--- src/rtl/mem_loader.sv ---
// rtl/mem_loader.sv - byte stream to word packer with memory preload, read sweep and completion wait
module mem_loader #(
    parameter int DATA_LEN   = 40,
    parameter int ADDR_LEN   = 11,
    parameter int BIG_ENDIAN = 1,
    parameter int TIMEOUT    = 50
) (
    input  logic                clk,
    input  logic                rst,
    input  logic                in_valid,
    output logic                in_ready,
    input  logic [7:0]          in_data,
    input  logic                in_last,
    output logic                mem_wr,
    output logic                mem_rd,
    output logic [ADDR_LEN-1:0] mem_addr,
    output logic [DATA_LEN-1:0] mem_wdata,
    input  logic                computation_end,
    output logic [ADDR_LEN:0]   word_count,
    output logic                done,
    output logic                timeout,
    output logic                overflow
);
    localparam int CHAR_PART = DATA_LEN / 8;
    localparam int BCW       = (CHAR_PART > 1) ? $clog2(CHAR_PART) : 1;
    localparam int TW        = $clog2(TIMEOUT + 1);
    localparam logic [ADDR_LEN:0] FULL = {1'b1, {ADDR_LEN{1'b0}}};

    typedef enum logic [2:0] {LOAD, FLUSH, READ, WAIT, DONE} state_t;

    state_t              state;
    logic [DATA_LEN-1:0] acc;
    logic [DATA_LEN-1:0] acc_next;
    logic [BCW-1:0]      byte_cnt;
    logic [BCW-1:0]      lane;
    logic [ADDR_LEN:0]   rd_idx;
    logic [TW-1:0]       wait_cnt;
    logic                accept;
    logic                word_end;
    logic                commit;
    logic [DATA_LEN-1:0] commit_data;

    assign accept   = in_valid && in_ready && (state == LOAD);
    assign word_end = (byte_cnt == BCW'(CHAR_PART - 1));
    assign lane     = (BIG_ENDIAN != 0) ? BCW'(CHAR_PART - 1) - byte_cnt : byte_cnt;

    always_comb begin
        acc_next = acc;
        for (int i = 0; i < CHAR_PART; i++) begin
            if (lane == BCW'(i)) begin
                acc_next[8*i +: 8] = in_data;
            end
        end
    end

    // A word is committed either by its final byte in LOAD or by the single FLUSH cycle.
    assign commit      = (accept && word_end) || (state == FLUSH);
    assign commit_data = (state == FLUSH) ? acc : acc_next;

    always_ff @(posedge clk) begin
        if (!rst) begin
            state      <= LOAD;
            in_ready   <= 1'b0;
            mem_wr     <= 1'b0;
            mem_rd     <= 1'b0;
            mem_addr   <= '0;
            mem_wdata  <= '0;
            word_count <= '0;
            done       <= 1'b0;
            timeout    <= 1'b0;
            overflow   <= 1'b0;
            acc        <= '0;
            byte_cnt   <= '0;
            rd_idx     <= '0;
            wait_cnt   <= '0;
        end else begin
            mem_wr <= 1'b0;
            mem_rd <= 1'b0;

            if (commit) begin
                if (word_count == FULL) begin
                    overflow <= 1'b1;
                end else begin
                    mem_wr     <= 1'b1;
                    mem_addr   <= word_count[ADDR_LEN-1:0];
                    mem_wdata  <= commit_data;
                    word_count <= word_count + 1'b1;
                end
            end

            case (state)
                LOAD: begin
                    in_ready <= 1'b1;
                    if (accept) begin
                        if (word_end) begin
                            acc      <= '0;
                            byte_cnt <= '0;
                        end else begin
                            acc      <= acc_next;
                            byte_cnt <= byte_cnt + 1'b1;
                        end
                        if (in_last) begin
                            in_ready <= 1'b0;
                            rd_idx   <= '0;
                            state    <= word_end ? READ : FLUSH;
                        end
                    end
                end
                FLUSH: begin
                    acc      <= '0;
                    byte_cnt <= '0;
                    state    <= READ;
                end
                READ: begin
                    if (rd_idx < word_count) begin
                        mem_rd   <= 1'b1;
                        mem_addr <= rd_idx[ADDR_LEN-1:0];
                        rd_idx   <= rd_idx + 1'b1;
                    end else begin
                        wait_cnt <= '0;
                        state    <= WAIT;
                    end
                end
                WAIT: begin
                    // computation_end takes priority over an expiring counter.
                    if (computation_end) begin
                        done  <= 1'b1;
                        state <= DONE;
                    end else if (wait_cnt == TW'(TIMEOUT - 1)) begin
                        timeout <= 1'b1;
                        state   <= DONE;
                    end else begin
                        wait_cnt <= wait_cnt + 1'b1;
                    end
                end
                DONE: begin
                    state <= DONE;
                end
                default: state <= LOAD;
            endcase
        end
    end
endmodule

--- config.mk ---
export PLATFORM = sky130hd
export DESIGN_NAME = mem_loader
export DESIGN_NICKNAME = d
export VERILOG_FILES = /design/src/rtl/mem_loader.sv
export SDC_FILE = /design/constraint.sdc
export NUM_CORES = 1
export LEC_CHECK = 0
export BUFFER_PORTS_ARGS = -buffer_cell sky130_fd_sc_hd__clkbuf_2
export CORE_MARGIN = 1.5
export CORE_UTILIZATION = 50
export CTS_CLUSTER_DIAMETER = 150
export DETAILED_ROUTE_END_ITERATION = 6
export PLACE_DENSITY = 0.71
export SKIP_CTS_REPAIR_TIMING = 1
export SYNTH_ARGS = -nofsm -noshare
export SYNTH_HDL_FRONTEND = slang
export SYNTH_SLANG_ARGS = --single-unit
export TNS_END_PERCENT = 1
--- constraint.sdc ---
create_clock -name clk -period 2.5 [get_ports clk]
set_input_delay 0.625 -clock clk [delete_from_list [all_inputs] [get_ports clk]]
set_output_delay 0.625 -clock clk [all_outputs]
set_load 0.01 [all_outputs]
# Yosys cells after proc, flatten, opt, wreduce, memory -nomap -nowiden
# Index checks and enable logic that the tools add are counted.
# Widths: inputs -> output; s select.
classes:
  addsub: 5
  n_lt_le_gt_ge: 1
  n_eq_ne: 18
  mux: 35
  n_bitwise: 2
  reduce_logical: 19
ops:
  columns: ["cell", "count"]
  rows:
  - ["$mux 40", 3]
  - ["$pmux 40 s2", 1]
  - ["$mux 11", 4]
  - ["$mux 8", 5]
  - ["$mux 12", 3]
  - ["$add 12x1->12 const B", 2]
  - ["$pmux 12 s2", 1]
  - ["$mux 3", 7]
  - ["$mux 6", 3]
  - ["$pmux 3 s5", 1]
  - ["$eq 12x12->1 const B", 1]
  - ["$eq 3x2->1 const B", 4]
  - ["$lt 12x12->1", 1]
  - ["$ne 2x2->1 const B", 6]
  - ["$pmux 6 s2", 1]
  - ["$reduce_and 2->1", 6]
  - ["$reduce_and 4->1", 3]
  - ["$eq 3x3->1 const B", 3]
  - ["$add 6x1->6 const B", 1]
  - ["$eq 3x1->1 const B", 2]
  - ["$eq 6x6->1 const B", 1]
  - ["$logic_not 3->1", 2]
  - ["$pmux 3 s2", 1]
  - ["$reduce_bool 2->1", 3]
  - ["other kinds (9)", 15]
totals:
  ff_bits: 133
  input_bits: 13
  output_inout_bits: 69
  word_cells: 94

# Longest topological paths before layout
# Gate-level depths: netlist (run 1).
logic_depth:
  depth_word: 7
  ltp_mapped: 11
  ltp_nobuf: 9

# Worst setup path after synthesis (run 1)
# Ideal clock, no wire load.
synth_path:
  kind: "reg-to-reg"
  start: "register word_count[3]"
  end: "register rd_idx[11]"
  setup_ns: 0.071
  t_arrival_ns: 2.245
  required_time_ns: 2.429
  path_slack_ns: 0.184
  path_stages_with_launch: 10
  path_buffers: 1
  period_less_slack_ns: 2.316
  path_cell_list: "dfxtp_1 -> clkbuf_1 -> inv_1 -> ha_1 -> a211oi_1 -> o21ai_1 -> a211oi_2 -> o21ai_2 -> or4_1 -> a21oi_1"
synth_between:
  elab_chain_len: 3
synth_rtl:
  columns: ["element", "line_no", "rtl"]
  rows:
  - ["from (decl)", "19", "output logic [ADDR_LEN:0] word_count,"]
  - ["from (signal assigned)", "87", "word_count <= word_count + 1'b1;"]
  - ["$lt 12x12->1", "115", "if (rd_idx < word_count) begin"]
  - ["$ne 2x2->1 (no line)", null, null]
  - ["$reduce_and 4->1 (no line)", null, null]
  - ["to (signal assigned)", "118", "rd_idx <= rd_idx + 1'b1;"]
  - ["to (decl)", "36", "logic [ADDR_LEN:0] rd_idx;"]
# Every way passes these cells.
# A chain may end at the register's enable or synchronous reset.

# Worst setup path in the final report (run 1)
layout_path:
  start: "register word_count[2]"
  end: "register rd_idx[3]"
# Same word-level chain as after synthesis.

==> impl_results.md, run 1 <==
* Port Buf Inserts at 81
* Post-synth net total at 723
* Max cap viols at 0
* Gpl congestion at 0.903
* Main synth FF type: dfxtp_1
* Total Routing Usage GR at 0.254
* Post-layout util at 0.637
* Avg WL per Cell at 16.7 um
* # DRC at 0
* Crit path launch type: register
* Clk root buf: clkbuf_16
* CTS tree: built
* Die Wd at 113 um
* Fmax achieved at 406 MHz
* Clock-pin slew on the worst setup and hold paths at 0.05 ns
* Dpl cells at 902
* First-pass GRT wire length at 25,800 um
* Outcome: finished, final reports clean
* Final Non-Filler Cells at 933
* Peak fanout along the critical path at 10
* Worst Setup End Kind: register
* Kind of critical path: reg -> reg
* Post-synth EDFFs at 0
* DR iter-0 viols at 439
* Final nets at 814
* Pre-Repair DR Iteration Count at 5
* Final setup fails at 0
* # rows at 39
* Final Max Tran Viols at 0
* Worst R2R Start: word_count[2]$_SDFFE_PN0P_
* Tcrit/Tclk final at 0.985
* Die ar. at 12,700 um^2
* Synth async-reset ratio at 0
* Starting Density at 0.521
* WP data required at 2.85 ns
* # IOs at 82
* Worst-case clock buffer depth at 2
* GR Overflow Total at 0
* Power, Total at 5.44 mW
* Sink Count at 133
* Number of global-route vias before repair at 5,330
* Layout cells sized above 1 at 0.205
* DP HPWL at 10,700 um
* Via count at 5,503
* DRT Wirelength at 15,600 um
* Layout area overhead at 22.3%
* Critical Path AT at 2.81 ns
* Most common cell after layout, fill and taps aside: nor2_1
* Crit path time final at 2.46 ns
* Core area at 11,600 um^2
* CTS H-tree lvls at 4
* Cell count after synthesis at 687
* Vias per cell at 5.90
* Setup Skew at 0.00702 ns
* PD cells at 738 nW/um^2
* ANT nets after route at 0
* Initial antenna violation count at 0
* Max-slew headroom at the worst pin at 0.485
* Worst Max-Slew Pin Slew at 0.769 ns
* Most frequent cells in the layout: nor2_1 (138), dfxtp_1 (133), clkbuf_2 (81), a211oi_1 (44), mux2i_1 (43)
* Yosys reg bits at 133
* Fin. Hold Viols at 0
* Inserted Diodes at 0
* Hold path start: mem_addr[0]$_SDFF_PN0_
* Chip Height at 113 um
* Worst VDD drop at 0.587 mV
* Worst hold-check path type: reg -> reg
* Clock Latency Late Sink at 0.42 ns
* Netlist Area Pre-Place at 6020 um^2
* Synth unique cells at 45
* Mapped Avg Cell Area at 8.77 um^2
* Syn. warnings at 0
* Register area share after synthesis at 0.442
* WHS at 0.472 ns
* Pleak at 2.80 nW
* Largest net degree at the start of global routing at 53
* CTS buffer count at 17
* CP startpoint: word_count[2]$_SDFFE_PN0P_
## per-layer routing
metal / part of all wire / vias up / wire length [um] / GRT usage
met5: 0 / - / 0 / 0
met4: 0.019 / 0 / 296 / 0.107
met1: 0.44 / 2631 / 6880 / 0.329
met2: 0.48 / 176 / 7540 / 0.416
li1: - / 2667 / - / -
met3: 0.056 / 29 / 879 / 0.0520
## cells in the mapped netlist (12+ instances only)
library cell  count  share of area
dfxtp_1         133           0.44
mux2i_1          43          0.071
nand2_1          40          0.025
inv_1            16          0.010
ha_1             23          0.048
nor2_1          139          0.087
a21oi_1          19          0.016
o21ai_0          25          0.021
nand3_1          17          0.014
a32oi_1          41          0.060
xnor2_1          12          0.017
a211oi_1         44          0.055
clkbuf_1         36          0.022
## final timing paths
path                             to  slack [ns]  cells after the start
max          rd_idx[3]$_SDFFE_PN0P_        0.04                      9
min          mem_addr[0]$_SDFF_PN0_        0.47                      2
max reg2reg  rd_idx[3]$_SDFFE_PN0P_        0.04                      9
min reg2reg  mem_addr[0]$_SDFF_PN0_        0.47                      2
## worst max-delay path: stages, from the launching register on
cell	delay, ns
dfxtp_1	0.32
inv_1	0.06
ha_1	0.31
a211oi_1	0.23
o21ai_1	0.13
a211oi_2	0.30
buf_4	0.19
o21ai_2	0.14
or4b_1	0.56
a21oi_1	0.15
## area by class of cell
| type | count | area [um^2] |
|---|---|---|
| clock buffers | 21 | 470 |
| clock inverters | 10 | 153 |
| fillers | 966 | 4200 |
| inverters | 16 | 60.1 |
| multi-input cells | 489 | 3110 |
| flip-flops and latches | 133 | 2660 |
| well taps | 143 | 179 |
| repair buffers | 121 | 731 |
## registers in the layout, indices dropped and copies added (netlist names), 3 cells and up
register and cells:
rd_idx 12, mem_addr 11, state 3, acc 40, wait_cnt 6, byte_cnt 3, mem_wdata 40, word_count 12
## kinds of logic (layout without fill, tap and decap cells)
family,count (synthesis),in the layout,share of synthesized area
mux,43,43,0.0715
flops,133,133,0.442
simple gates,246,246,0.179
xor+xnor,12,12,0.0174
buf+inv,65,168,0.0440
fa+ha+maj,23,23,0.0478
compound gates,165,165,0.198
## through the flow
stage	area (um^2)	worst slack [ns]	setup TNS, ns
final	7360	0.0386	0
after global routing	7360	-0.0617	-0.152
after CTS	7350	-0.0711	-0.123
after detailed placement	6730	-0.0211	-0.0219
after global placement	6730	0.0676	0
after floorplan	6020	0.184	0
## report_power, final
| part | internal, mW | total [mW] | switching (mW) |
|---|---|---|---|
| clock network | 1.73 | 2.64 | 0.907 |
| registers | 2.20 | 2.25 | 0.0515 |
| logic | 0.213 | 0.549 | 0.336 |
Note: power is estimated with default switching activity, not from simulation.
==> run 2: changes to the inputs <==
==> constraint.sdc (replaced) <==
create_clock -name clk -period 2.5 [get_ports clk]
set_input_delay 0.375 -clock clk [delete_from_list [all_inputs] [get_ports clk]]
set_output_delay 0.375 -clock clk [all_outputs]
set_load 0.01 [all_outputs]
==> run 2 against run 1 <==
  * Sequential cell count is the same
  * Clock skew is essentially flat
  * Clock power shrank 8.3%
  * Die area is the same
  * Sequential share of layout area grew 0.10 points
  * Critical path type unchanged
  * Critical endpoint is now rd_idx[11]$_SDFFE_PN0P_
  * Largest cell class unchanged
  * Highest routed layer unchanged
==> impl_results.md, run 2 (synthesized netlist as in run 1, its figures left out) <==
* Final nets at 814 (unchanged)
* Hold path start: computation_end
* PD cells at 711 nW/um^2 (-3.7%)
* # DRC at 0 (unchanged)
* Pleak at 2.78 nW (-0.56%)
* Worst Max-Slew Pin Slew at 0.770 ns (+0.00121 ns)
* Cells along the critical path: inv_1 > ha_1 > a211oi_1 > o21ai_1 > a211oi_2 > buf_4 > o21ai_4 > or4_1 > a21oi_1
* GR Overflow Total at 0 (unchanged)
* Dpl ws at 0.00785 ns (+0.0290 ns)
* Crit-path max cell delay at 0.53 ns (-0.03 ns)
* Layout cells sized above 1 at 0.205 (unchanged)
* CTS buffer count at 17 (unchanged)
* Dpl cells at 902 (unchanged)
* Worst hold stages at 3 (+1)
* # rows at 39 (unchanged)
* CP startpoint: word_count[2]$_SDFFE_PN0P_
* DP HPWL at 10,500 um (-2.1%)
* Fin. Hold Viols at 0 (unchanged)
* Clock Latency Late Sink at 0.42 ns (about the same)
* Largest net degree at the start of global routing at 61 (+15%)
* Clock-pin slew on the worst setup and hold paths at 0.05 ns (about the same)
* Chip Height at 113 um (unchanged)
* Starting Density at 0.521 (unchanged)
* Layout area overhead at 21.9%
* WP data required at 2.84 ns (about the same)
* Fmax achieved at 427 MHz (+5.0%)
* Outcome: finished, final reports clean
* R2R Path End: rd_idx[11]$_SDFFE_PN0P_
* Clk root buf: clkbuf_16
* Vias per cell at 5.85 (-0.76%)
* Tcrit/Tclk final at 0.938 (-0.0471)
* Final Non-Filler Cells at 933 (unchanged)
* Most frequent cells in the layout: nor2_1 (138), dfxtp_1 (133), clkbuf_2 (81), a211oi_1 (44), mux2i_1 (43)
* Slowest CP cell: or4_1
* Flop2flop setup slack at 0.16 ns (+0.12 ns)
* Final Max Tran Viols at 0 (unchanged)
* CTS tree: built
* Crit path time final at 2.34 ns (-0.118 ns)
* Pre-Repair DR Iteration Count at 4 (-1)
* R2R depth at 9 (unchanged)
* Core area at 11,600 um^2 (unchanged)
* Critical Path AT at 2.69 ns (-0.12 ns)
* Number of global-route vias before repair at 5,177 (-2.9%)
* Fin area at 7340 um^2 (-0.29%)
* Die ar. at 12,700 um^2 (unchanged)
* Worst-case clock buffer depth at 2 (unchanged)
* Max-slew headroom at the worst pin at 0.484 (-0.000809)
* Worst Setup End Kind: register
* Kind of critical path: reg -> reg
* Max cap viols at 0 (unchanged)
* Crit path launch type: register
* Fillers at 950 (-1.7%)
* Hold EP: done$_SDFFE_PN0P_
* Worst R2R Start: word_count[2]$_SDFFE_PN0P_
* Avg WL per Cell at 16.3 um (-2.3%)
* Setup Skew at 0.00667 ns (-0.000345 ns)
* GR Util met1 at 0.313 (-0.0158)
* Gpl congestion at 0.881 (-2.5%)
* Worst Slack Setup Final at 0.156 ns (+0.118 ns)
* Peak fanout along the critical path at 10 (unchanged)
* Met3 Usage GRT at 0.0525 (+0.000536)
* ANT nets after route at 0 (unchanged)
* CP top delay family: compound AO/OA/AOI/OAI gates
* DRT Wirelength at 15,200 um (-2.3%)
* DR iter-0 viols at 273 (-38%)
* Via count at 5,461 (-0.76%)
* CTS H-tree lvls at 4 (unchanged)
* Busiest grt layer: met2
* CP bufs+invs at 2 (unchanged)
* Total Routing Usage GR at 0.246 (-0.00798)
* Final setup fails at 0 (unchanged)
* Sink Count at 133 (unchanged)
* Port Buf Inserts at 81 (unchanged)
* # IOs at 82 (unchanged)
* Post-DP Area at 6740 um^2 (+0.19%)
* First-pass GRT wire length at 25,000 um (-2.8%)
* Die Wd at 113 um (unchanged)
* Most common cell after layout, fill and taps aside: nor2_1
* RSZ-0062 raised after global routing: no
* WHS at 0.260 ns (-0.211 ns)
* Inserted Diodes at 0 (unchanged)
* Largest registers: acc x40, mem_wdata x40
* Worst hold-check path type: in -> reg
* Worst VDD drop at 0.477 mV (-19%)
* Met2 Track Usage GR at 0.397 (-0.0191)
* Initial antenna violation count at 0 (unchanged)
-- run 2: cell types whose count changed in the layout (fill, tap and decap cells not counted), sizes merged --
cell    delta
clkbuf     +3
bufinv     -3
-- run 2: area by class of cell --
type | count | area [um^2] | area share
Tap cell | 143 | 179 | 0.0244
Sequential cell | 133 | 2660 | 0.363
Clock inverter | 7 | 70.1 | 0.00954
Timing Repair Buffer | 121 | 743 | 0.101
Inverter | 16 | 60.1 | 0.00818
Clock buffer | 24 | 512 | 0.0697
Multi-Input combinational cell | 489 | 3120 | 0.424
-- run 2: worst max-delay path by stage --
stage          slack [ns]  depth (start not counted)                 endpoint
2_1_floorplan        0.18                          9  rd_idx[11]$_SDFFE_PN0P_
3_3_place_gp         0.03                          8   rd_idx[3]$_SDFFE_PN0P_
3_5_place_dp        0.008                          8   rd_idx[3]$_SDFFE_PN0P_
4_1_cts             -0.03                          8   rd_idx[3]$_SDFFE_PN0P_
5_1_grt             0.008                          9   rd_idx[3]$_SDFFE_PN0P_
6_report             0.16                          9  rd_idx[11]$_SDFFE_PN0P_
-- run 2: metrics by stage --
step	utilization	power, mW	setup TNS, ns
after floorplan	-	2.65	0
after global placement	0.583	2.82	0
after detailed placement	0.583	2.84	0
after CTS	0.633	5.24	-0.0390
after global routing	0.635	5.40	0
final	0.635	5.22	0
-- run 2: tightest hold or removal path, stage by stage --
cell and delay, ns:
clkbuf_2 0.12, a21oi_1 0.06, nor2_1 0.08
-- run 2: report_power, final --
part | internal, mW | switching [mW]
Clock | 1.52 | 0.900
Sequential | 2.20 | 0.0487
Combinational | 0.217 | 0.337
-- run 2: layer usage --
layer  vias to the layer above  wire, um
met1                      2585      6730
li1                       2658         -
met4                         0       362
met3                        37       883
met2                       181      7250
met5                         -         0
==> run 3: changes to the inputs <==
--- a/config.mk
+++ b/config.mk
@@ -7,11 +7,12 @@
 export LEC_CHECK = 0
 export BUFFER_PORTS_ARGS = -buffer_cell sky130_fd_sc_hd__clkbuf_2
 export CORE_MARGIN = 1.5
-export CORE_UTILIZATION = 50
+export CORE_UTILIZATION = 57
 export CTS_CLUSTER_DIAMETER = 150
 export DETAILED_ROUTE_END_ITERATION = 6
-export PLACE_DENSITY = 0.71
+export PLACE_DENSITY = 0.79
 export SKIP_CTS_REPAIR_TIMING = 1
+export SKIP_LAST_GASP = 1
 export SYNTH_ARGS = -nofsm -noshare
 export SYNTH_HDL_FRONTEND = slang
 export SYNTH_SLANG_ARGS = --single-unit
==> run 3 against run 2 <==
  * The flow now finishes with violations (negative setup slack)
  * Core utilization is 7.3 points higher
  * Highest routed layer unchanged
  * Die area is 12% lower
  * Largest power group unchanged
  * Register-to-register slack worse by 0.27 ns
  * Clock skew is 0.0020 ns higher
  * Setup slack worse by 0.27 ns
  * Combinational power is 1% higher
  * Via count is 1.7% higher
  * Hold slack worse by 0.11 ns
  * Critical path depth stayed put
==> impl_results.md, run 3 (synthesized netlist as in run 1, its figures left out) <==
* Most common cell after layout, fill and taps aside: nor2_1
* Critical Path AT at 3.07 ns (+0.38 ns)
* CTS buffer count at 17 (unchanged)
* Flop2flop setup slack at -0.11 ns (-0.27 ns)
* R2R Path End: rd_idx[4]$_SDFFE_PN0P_
* CTS tree: built
* ANT nets after route at 0 (unchanged)
* Tcrit/Tclk final at 1.04 (+0.107)
* Post-layout util at 0.708 (+0.0726)
* Sink Count at 133 (unchanged)
* R2R depth at 9 (unchanged)
* Most frequent cells in the layout: nor2_1 (138), dfxtp_1 (133), clkbuf_2 (81), a211oi_1 (44), mux2i_1 (43)
* Worst hold stages at 3 (unchanged)
* Hold EP: done$_SDFFE_PN0P_
* Gpl congestion at 0.920 (+4.5%)
* # DRC at 0 (unchanged)
* CP top delay family: compound AO/OA/AOI/OAI gates
* WHS at 0.154 ns (-0.107 ns)
* Worst Max-Slew Pin Slew at 0.719 ns (-0.0508 ns)
* Avg WL per Cell at 16.7 um (+2.2%)
* CTS H-tree lvls at 4 (unchanged)
* Die ar. at 11,200 um^2 (-12%)
* CP bufs+invs at 2 (unchanged)
* Fmax achieved at 383 MHz (-10%)
* DR iter-0 viols at 474 (+74%)
* Hold path start: computation_end
* Worst-case clock buffer depth at 2 (unchanged)
* Worst R2R Start: word_count[5]$_SDFFE_PN0P_
* Crit path time final at 2.61 ns (+0.267 ns)
* RSZ-0062 raised after global routing: yes
* Setup tns final at -0.473 ns (-0.473 ns)
* Port Buf Inserts at 81 (unchanged)
* Max cap viols at 0 (unchanged)
* Kind of critical path: reg -> reg
* Die Wd at 106 um (-6.2%)
* Layout area overhead at 20.7%
* Cells along the critical path: inv_1 > ha_1 > a211oi_1 > nor2_1 > a211oi_2 > buf_4 > o21ai_2 > or4_1 > a31oi_1
* Vias per cell at 6.01 (+2.7%)
* Outcome: finished with violations
* Via count at 5,553 (+1.7%)
* Crit-path max cell delay at 0.53 ns (about the same)
* Core area at 10,300 um^2 (-11%)
* Setup Skew at 0.00868 ns (+0.00201 ns)
* Worst Slack Setup Final at -0.111 ns (-0.267 ns)
* Fin. Hold Viols at 0 (unchanged)
* Slowest CP cell: or4_1
* Largest registers: acc x40, mem_wdata x40
* Peak fanout along the critical path at 11 (+1)
* Total Routing Usage GR at 0.283 (+0.0373)
* Worst Setup End Kind: register
* Crit path launch type: register
* # IOs at 82 (unchanged)
* Fillers at 791 (-17%)
* DP HPWL at 10,300 um (-1.8%)
* # rows at 37 (-5.1%)
* Clk root buf: clkbuf_8
* First-pass GRT wire length at 25,300 um (+1.1%)
* Initial antenna violation count at 0 (unchanged)
* Failing checks: negative setup slack
* PD cells at 714 nW/um^2 (+0.49%)
* Layout cells sized above 1 at 0.199 (-0.00582)
* Max-slew headroom at the worst pin at 0.518 (+0.0341)
* Pleak at 2.74 nW (-1.5%)
* Clock-pin slew on the worst setup and hold paths at 0.06 ns (about the same)
* WP data required at 2.96 ns (+0.12 ns)
* Chip Height at 106 um (-6.2%)
* Final setup fails at 7 (+7)
* Final Max Tran Viols at 0 (unchanged)
* Starting Density at 0.586 (+0.0652)
* Inserted Diodes at 0 (unchanged)
* DRT Wirelength at 15,400 um (+1.2%)
* Number of global-route vias before repair at 5,198 (+0.41%)
* Largest net degree at the start of global routing at 59 (-3.3%)
* Worst VDD drop at 0.401 mV (-16%)
* Pre-Repair DR Iteration Count at 5 (+1)
* GR Overflow Total at 0 (unchanged)
* Worst hold-check path type: in -> reg
* Clock Latency Late Sink at 0.54 ns (+0.12 ns)
* Final nets at 811 (-0.37%)
[run 3: changes by cell type in the layout (fill, tap and decap cells not counted), sizes merged]
| cell | previous run | this run |
|---|---|---|
| buf | 40 | 37 |
| inv | 16 | 17 |
| clkbuf | 105 | 102 |
| clkinvlp | 1 | 3 |
| bufinv | 1 | 2 |
[run 3: area by class of cell]
type | instances | area (um^2) | share of cell area
multi-input combinational | 489 | 3100 | 0.427
sequential | 133 | 2660 | 0.366
timing repair buffer | 118 | 708 | 0.0974
clock buffer | 21 | 439 | 0.0604
tap | 136 | 170 | 0.0234
clock inverter | 11 | 128 | 0.0175
inverter | 16 | 60.1 | 0.00826
[run 3: worst register-to-register path, delay by kind of cell, from the launching register on]
kind	cells	cell delay, ns
compound gates	4	0.85
fa+ha+maj	1	0.34
buf+inv	2	0.30
flops	1	0.43
simple gates	2	0.64
[run 3: where the power goes]
group | switching [mW] | total, mW | internal (mW)
clock | 0.940 | 2.39 | 1.45
sequential | 0.0482 | 2.25 | 2.20
combinational | 0.345 | 0.560 | 0.215
total | 1.33 | 5.19 | 3.86
[run 3: through the flow]
step / total power, mW / instance area (um^2) / std cells / setup WS, ns
2_1_floorplan: 2.65 / 6020 / 687 / 0.184
3_3_place_gp: 2.82 / 6700 / 892 / 0.0232
3_5_place_dp: 2.84 / 6700 / 892 / -0.0801
4_1_cts: 5.20 / 7270 / 924 / -0.107
5_1_grt: 5.37 / 7270 / 924 / -0.193
6_report: 5.19 / 7270 / 924 / -0.111
[run 3: how the worst max path moves through the flow]
stage	startpoint	to	slack, ns	depth (start not counted)
global route	word_count[5]$_SDFFE_PN0P_	rd_idx[3]$_SDFFE_PN0P_	-0.19	9
global placement	word_count[5]$_SDFFE_PN0P_	rd_idx[3]$_SDFFE_PN0P_	0.02	8
finish	word_count[5]$_SDFFE_PN0P_	rd_idx[4]$_SDFFE_PN0P_	-0.11	9
floorplan	word_count[3]$_SDFFE_PN0P_	rd_idx[11]$_SDFFE_PN0P_	0.18	9
CTS	word_count[5]$_SDFFE_PN0P_	rd_idx[6]$_SDFFE_PN0P_	-0.11	8
detailed placement	word_count[5]$_SDFFE_PN0P_	rd_idx[6]$_SDFFE_PN0P_	-0.08	8
[run 3: layer usage]
layer	GRT usage	up-vias	wire length, um
li1	-	2664	-
met1	0.378	2646	6850
met2	0.446	209	7260
met3	0.0575	34	962
met4	0.122	0	342
met5	0	-	0
